[src/rtl/mac_seq_ctrl.sv]
`default_nettype none
// ============================================================================
// Module      : mac_seq_ctrl
// Description : Sequencer for a two-operand MAC. It fills two operand FIFOs
//               with arithmetic patterns, then streams them into the MAC. A
//               run is aborted if the read side starves for too long.
//               The controller parks in DONE until it is restarted.
// Revision    : 1.0 - initial release
// ============================================================================
module mac_seq_ctrl #(
  parameter int DEPTH     = 8,   // entries per run, power of two, >= 2
  parameter int DATA_W    = 8,   // width of generated write data
  parameter int STEP_A    = 5,   // fill pattern increment, FIFO A
  parameter int STEP_B    = 10,  // fill pattern increment, FIFO B
  parameter int STALL_MAX = 16   // consecutive starved EXEC cycles before abort
) (
  input  logic              clk,
  input  logic              rst,
  input  logic              start,
  input  logic              fifo_a_full,
  input  logic              fifo_b_full,
  input  logic              fifo_a_empty,
  input  logic              fifo_b_empty,
  output logic              fill_wr_en,
  output logic [DATA_W-1:0] fill_data_a,
  output logic [DATA_W-1:0] fill_data_b,
  output logic              rd_en,
  output logic              mac_en,
  output logic              mac_clr,
  output logic [1:0]        state,
  output logic              done,
  output logic              err
);

  // Index counters need one extra bit so they can hold DEPTH itself.
  localparam int IDX_W   = $clog2(DEPTH) + 1;
  localparam int STALL_W = $clog2(STALL_MAX + 1);

  localparam logic [1:0] ST_FILL = 2'b00;
  localparam logic [1:0] ST_EXEC = 2'b01;
  localparam logic [1:0] ST_DONE = 2'b10;

  localparam logic [IDX_W-1:0]   C_DEPTH      = IDX_W'(DEPTH);
  localparam logic [IDX_W-1:0]   C_IDX_ONE    = IDX_W'(1);
  localparam logic [STALL_W-1:0] C_STALL_ONE  = STALL_W'(1);
  localparam logic [STALL_W-1:0] C_STALL_LAST = STALL_W'(STALL_MAX - 1);

  logic [1:0]         state_q,     state_d;
  logic [IDX_W-1:0]   wr_idx_q,    wr_idx_d;
  logic [IDX_W-1:0]   rd_idx_q,    rd_idx_d;
  logic [STALL_W-1:0] stall_cnt_q, stall_cnt_d;
  logic               err_q,       err_d;
  logic               mac_en_q,    mac_en_d;
  logic               mac_clr_q,   mac_clr_d;

  logic w_in_fill;
  logic w_in_exec;
  logic w_wr_room;
  logic w_rd_left;
  logic w_wr_fire;
  logic w_rd_fire;
  logic w_stalled;

  assign w_in_fill = (state_q == ST_FILL);
  assign w_in_exec = (state_q == ST_EXEC);
  assign w_wr_room = (wr_idx_q < C_DEPTH);
  assign w_rd_left = (rd_idx_q < C_DEPTH);

  // Strobes are gated by rst so nothing reaches the FIFOs while reset is held.
  // Full flags only matter in FILL and empty flags only in EXEC, which keeps
  // the two strobes mutually exclusive by construction.
  assign w_wr_fire = !rst && w_in_fill && w_wr_room && !fifo_a_full && !fifo_b_full;
  assign w_rd_fire = !rst && w_in_exec && w_rd_left && !fifo_a_empty && !fifo_b_empty;
  assign w_stalled = w_in_exec && w_rd_left && (fifo_a_empty || fifo_b_empty);

  // Patterns are index times step, wrapped to the data width.
  assign fill_data_a = DATA_W'(wr_idx_q) * DATA_W'(STEP_A);
  assign fill_data_b = DATA_W'(wr_idx_q) * DATA_W'(STEP_B);

  assign fill_wr_en = w_wr_fire;
  assign rd_en      = w_rd_fire;
  assign mac_en     = mac_en_q;
  assign mac_clr    = mac_clr_q;
  assign state      = state_q;
  assign done       = (state_q == ST_DONE);
  assign err        = err_q;

  // Next-state and counter update logic for the fill / execute / done sequence.
  always_comb begin
    state_d     = state_q;
    wr_idx_d    = wr_idx_q;
    rd_idx_d    = rd_idx_q;
    stall_cnt_d = stall_cnt_q;
    err_d       = err_q;
    mac_en_d    = w_rd_fire;  // FIFO read data arrives one cycle after rd_en
    mac_clr_d   = 1'b0;

    case (state_q)
      ST_FILL: begin
        if (w_wr_fire) begin
          wr_idx_d = wr_idx_q + C_IDX_ONE;
        end else if (!w_wr_room && fifo_a_full && fifo_b_full) begin
          state_d = ST_EXEC;
        end
      end

      ST_EXEC: begin
        if (w_rd_fire) begin
          rd_idx_d    = rd_idx_q + C_IDX_ONE;
          stall_cnt_d = '0;
        end else if (w_stalled) begin
          stall_cnt_d = stall_cnt_q + C_STALL_ONE;
        end

        // Leave only once the last read's data has been accumulated.
        if (!w_rd_left && mac_en_q) begin
          state_d = ST_DONE;
        end else if (w_stalled && (stall_cnt_q == C_STALL_LAST)) begin
          state_d = ST_DONE;
          err_d   = 1'b1;
        end
      end

      ST_DONE: begin
        if (start) begin
          state_d     = ST_FILL;
          wr_idx_d    = '0;
          rd_idx_d    = '0;
          stall_cnt_d = '0;
          err_d       = 1'b0;
          mac_clr_d   = 1'b1;
        end
      end

      default: begin
        state_d = ST_FILL;
      end
    endcase
  end

  // State registers with asynchronous reset into FILL.
  always_ff @(posedge clk or posedge rst) begin
    if (rst) begin
      state_q     <= ST_FILL;
      wr_idx_q    <= '0;
      rd_idx_q    <= '0;
      stall_cnt_q <= '0;
      err_q       <= 1'b0;
      mac_en_q    <= 1'b0;
      mac_clr_q   <= 1'b0;
    end else begin
      state_q     <= state_d;
      wr_idx_q    <= wr_idx_d;
      rd_idx_q    <= rd_idx_d;
      stall_cnt_q <= stall_cnt_d;
      err_q       <= err_d;
      mac_en_q    <= mac_en_d;
      mac_clr_q   <= mac_clr_d;
    end
  end

endmodule
`default_nettype wire
[config.mk]
export PLATFORM = sky130hd
export DESIGN_NAME = mac_seq_ctrl
export DESIGN_NICKNAME = d
export VERILOG_FILES = /design/src/rtl/mac_seq_ctrl.sv
export SDC_FILE = /design/constraint.sdc
export NUM_CORES = 1
export LEC_CHECK = 0
export CELL_PAD_IN_SITES_DETAIL_PLACEMENT = 0
export CELL_PAD_IN_SITES_GLOBAL_PLACEMENT = 1
export CORE_UTILIZATION = 47
export DETAILED_ROUTE_END_ITERATION = 7
export DONT_BUFFER_PORTS = 1
export HOLD_SLACK_MARGIN = 0.15
export PLACE_DENSITY_LB_ADDON = 0.1
export SYNTH_ARGS = -nofsm -noshare
export SYNTH_HDL_FRONTEND = slang
export SYNTH_SLANG_ARGS = --single-unit
[constraint.sdc]
create_clock -name clk -period 2.62 [get_ports clk]
set_input_delay 0.655 -clock clk [delete_from_list [all_inputs] [get_ports clk]]
set_output_delay 0.655 -clock clk [all_outputs]
set_load 0.01 [all_outputs]
==> flow_metrics.env, run 1 <==
export IMPL_dp_cells=140
export IMPL_routed_top_layer="met4"
export IMPL_crit_path_end_kind="primary output"
export IMPL_power_internal_mw=0.923
export IMPL_p_switching_mw=0.761
export IMPL_instances_no_fill=145
export IMPL_syn_area_sq_um=1200
export IMPL_hold_class="input pin to asynchronous set/reset pin"
export IMPL_nets=139
export IMPL_die_w_microns=52.5
export IMPL_crit_path_max_incr_delay_ns=0.39
export IMPL_async_reset_ff_frac=1.00
export IMPL_die_h_microns=52.5
export IMPL_grt_use_total=0.186
export IMPL_setup_tns_ns=0
export IMPL_fin_ws_ns=0.130
export IMPL_regArea_sq_um=452
export IMPL_seqPwrFrac=0.310
export IMPL_clk_path_buf_depth=2
export IMPL_p_sw_frac=0.452
export IMPL_cts_tree="yes"
export IMPL_routed_wl_met2_microns=976
export IMPL_multi_input_comb_area_sq_um=621
export IMPL_grt_max_degree=19
export IMPL_tightest_slew_ns=0.677
export IMPL_numCtsBuffers=3
export IMPL_finalHoldViolCount=0
export IMPL_worstPathRequired_ns=1.97
export IMPL_syn_inst=120
export IMPL_drtAntennaViolNets=0
export IMPL_relSlewSlack=0.548
export IMPL_clk_pin_slew_worst_paths_ns=0.11
export IMPL_crit_fanout=2
export IMPL_diodes=0
export IMPL_drt_first_pass_iters=4
export IMPL_place_ws_ns=0.325
export IMPL_insertion_delay_ns=0.30
export IMPL_p_comb_frac=0.587
export IMPL_coreArea_sq_um=2300
export IMPL_dr_wl_met3_microns=122
export IMPL_portBuffers=0
export IMPL_drt_vias_per_instance=5.88
export IMPL_rows=17
export IMPL_finalMaxSlewViolations=0
export IMPL_cp_slowest_cell="dfrtp_1"
export IMPL_fin_skew_ns=0.00746
export IMPL_max_freq_mhz=402
export IMPL_grt_pass1_wl_microns=3660
export IMPL_die_area_sq_um=2750
export IMPL_worstSetupPathType="flop to primary output"
export IMPL_initial_core_util=0.521
export IMPL_grt_pass1_vias=853
export IMPL_drive_above_1_share=0.145
export IMPL_cts_sinks=18
export IMPL_synth_warnings=0
export IMPL_drv_cap=0
export IMPL_cts_root_buf="clkbuf_4"
export IMPL_fillCellCount=230
export IMPL_ir_worst_vdd_uv=741
export IMPL_power_total_mw=1.68
export IMPL_syn_avg_cell_area_sq_um=9.98
export IMPL_rsz0062_at_grt="false"
export IMPL_clockPowerShare=0.102
export IMPL_pwr_density_cell_nw_per_um2=1380
export IMPL_drc=0
export IMPL_antenna_found_initial=0
export IMPL_finalSetupViolCount=0
export IMPL_post_route_period_util=0.950
export IMPL_ys_types=36
export IMPL_synth_seq_cells=18
export IMPL_crit_arrival_ns=1.83
export IMPL_wl_microns=2150
export IMPL_dominantRegCellSynth="dfrtp_1"
export IMPL_holdWs_ns=0.331
export IMPL_period_needed_ns=2.49
export IMPL_path_cells="ha_1 > ha_2 > fa_2 > xor2_1 > buf_4"
export IMPL_ios=31
export IMPL_wl_per_cell_microns=14.8
export IMPL_grt_overflow=0
export IMPL_h_tree_depth=1
export IMPL_gp_congestion=0.778
export IMPL_wl_met1_microns=1020
export IMPL_p_leak_nw=0.574
export IMPL_cp_start_kind="flop"
export IMPL_status="completed"
export IMPL_first_iter_violations=7
export IMPL_hpwl_microns=1640
export IMPL_area_growth_pct=1.78
export IMPL_synth_seq_area_share=0.376
export IMPL_vias=852
export IMPL_synth_edf_count=0
[synthesized netlist by cell type (2+ instances only)]
library cell | number | area, sq um
nor4_1 | 2 | 12.5
o21ai_0 | 6 | 30.0
nor2b_1 | 3 | 18.8
mux2_2 | 2 | 22.5
buf_4 | 11 | 82.6
ha_1 | 13 | 163
nand2_1 | 11 | 41.3
a21oi_1 | 5 | 25.0
nand3_1 | 3 | 15.0
xnor2_1 | 2 | 17.5
inv_1 | 10 | 37.5
o2bb2ai_1 | 5 | 43.8
dfrtp_1 | 18 | 450
nand4b_1 | 2 | 17.5
nor2_1 | 5 | 18.8
mux2i_1 | 2 | 20.0
[logic make-up (layout without fill, tap and decap cells)]
kind of cell / after synthesis / after routing / synth area share
other: 1 / 2 / 0.00313
XOR/XNOR: 3 / 3 / 0.0219
adder cells (fa/ha/maj): 14 / 14 / 0.153
flip-flops: 18 / 18 / 0.376
AND/OR/NAND/NOR: 32 / 32 / 0.143
AO/OA/AOI/OAI: 25 / 25 / 0.155
multiplexers: 4 / 4 / 0.0355
buffers and inverters: 23 / 19 / 0.113
[routing by layer]
layer	global-route usage	vias to the layer above
met1	0.234	416
met3	0.0435	5
li1	-	406
met2	0.300	25
met5	0	-
met4	0.0877	0
[worst max-delay path, delay by kind of cell, from the launching register on]
kind | cells | cell delay [ns]
buffers and inverters | 1 | 0.15
adder cells (fa/ha/maj) | 3 | 0.83
XOR/XNOR | 1 | 0.16
flip-flops | 1 | 0.39
[state kept, by name, summed over array words and instances (netlist names)]
register,flops
stall_cnt_q,5
mac_en,1
rd_idx_q,4
err,1
mac_clr,1
wr_idx_q,4
state,2
[final timing paths]
check	startpoint	end	slack (ns)	depth (start not counted)
min reg2reg	stall_cnt_q[4]	stall_cnt_q[4]	0.51	2
min in group clk	start	mac_clr	0.51	2
min	rst	mac_clr	0.33	1
max	wr_idx_q[1]	fill_data_a[5]	0.13	5
max in group asynchronous	rst	wr_idx_q[2]	1.81	1
max reg2reg	state[1]	stall_cnt_q[3]	0.35	6
[metrics by stage]
step / instance area [sq um] / utilization
after floorplan: 1200 / -
after global placement: 1170 / 0.509
after detailed placement: 1170 / 0.509
after CTS: 1210 / 0.528
after global routing: 1220 / 0.531
final: 1220 / 0.531
[cells in the final DEF, fill, tap and decap left out, types with 2 or more instances in the layout]
cell	count
a21oi_1	5
nand3_1	3
conb_1	2
inv_1	10
nand2_1	11
nor2b_1	3
dfrtp_1	17
buf_4	5
nand4b_1	2
nor2_1	5
ha_1	12
mux2_2	2
o2bb2ai_1	5
nor4_1	2
clkbuf_4	3
mux2i_1	2
o21ai_0	6
xnor2_1	2
[cell type report]
| type | count | share of cell area |
|---|---|---|
| sequential | 18 | 0.371 |
| inverter | 10 | 0.0308 |
| multi-input combinational | 80 | 0.509 |
| timing repair buffer | 5 | 0.0308 |
| clock buffer | 4 | 0.0298 |
| tap | 28 | 0.0287 |
[repair_timing]
item                                   CTS  global route
setup buffers                            1             0
resized for setup                        0             3
setup endpoints to repair                2             2
hold buffers                             0             0
pin swaps                                0             1
cloned                                   0             0
endpoints found under the hold margin    0             0
[power groups by stage]
stage	Clock [mW]	Sequential, mW	Combinational (mW)
6_report	0.173	0.523	0.988
5_1_grt	0.193	0.542	1.12
4_1_cts	0.182	0.521	0.986
3_5_place_dp	0	0.535	0.959
3_3_place_gp	0	0.529	0.944
2_1_floorplan	0	0.519	0.921
No activity file was read; power rests on OpenSTA's default activity.
==> run 2: changes to the inputs <==
--- a/config.mk
+++ b/config.mk
@@ -8,6 +8,8 @@
 export CELL_PAD_IN_SITES_DETAIL_PLACEMENT = 0
 export CELL_PAD_IN_SITES_GLOBAL_PLACEMENT = 1
 export CORE_UTILIZATION = 47
+export CTS_CLUSTER_DIAMETER = 40
+export CTS_CLUSTER_SIZE = 8
 export DETAILED_ROUTE_END_ITERATION = 7
 export DONT_BUFFER_PORTS = 1
 export HOLD_SLACK_MARGIN = 0.15
==> results of run 2 <==
Same layout as run 1: the final DEF is identical, and so are final timing and power.
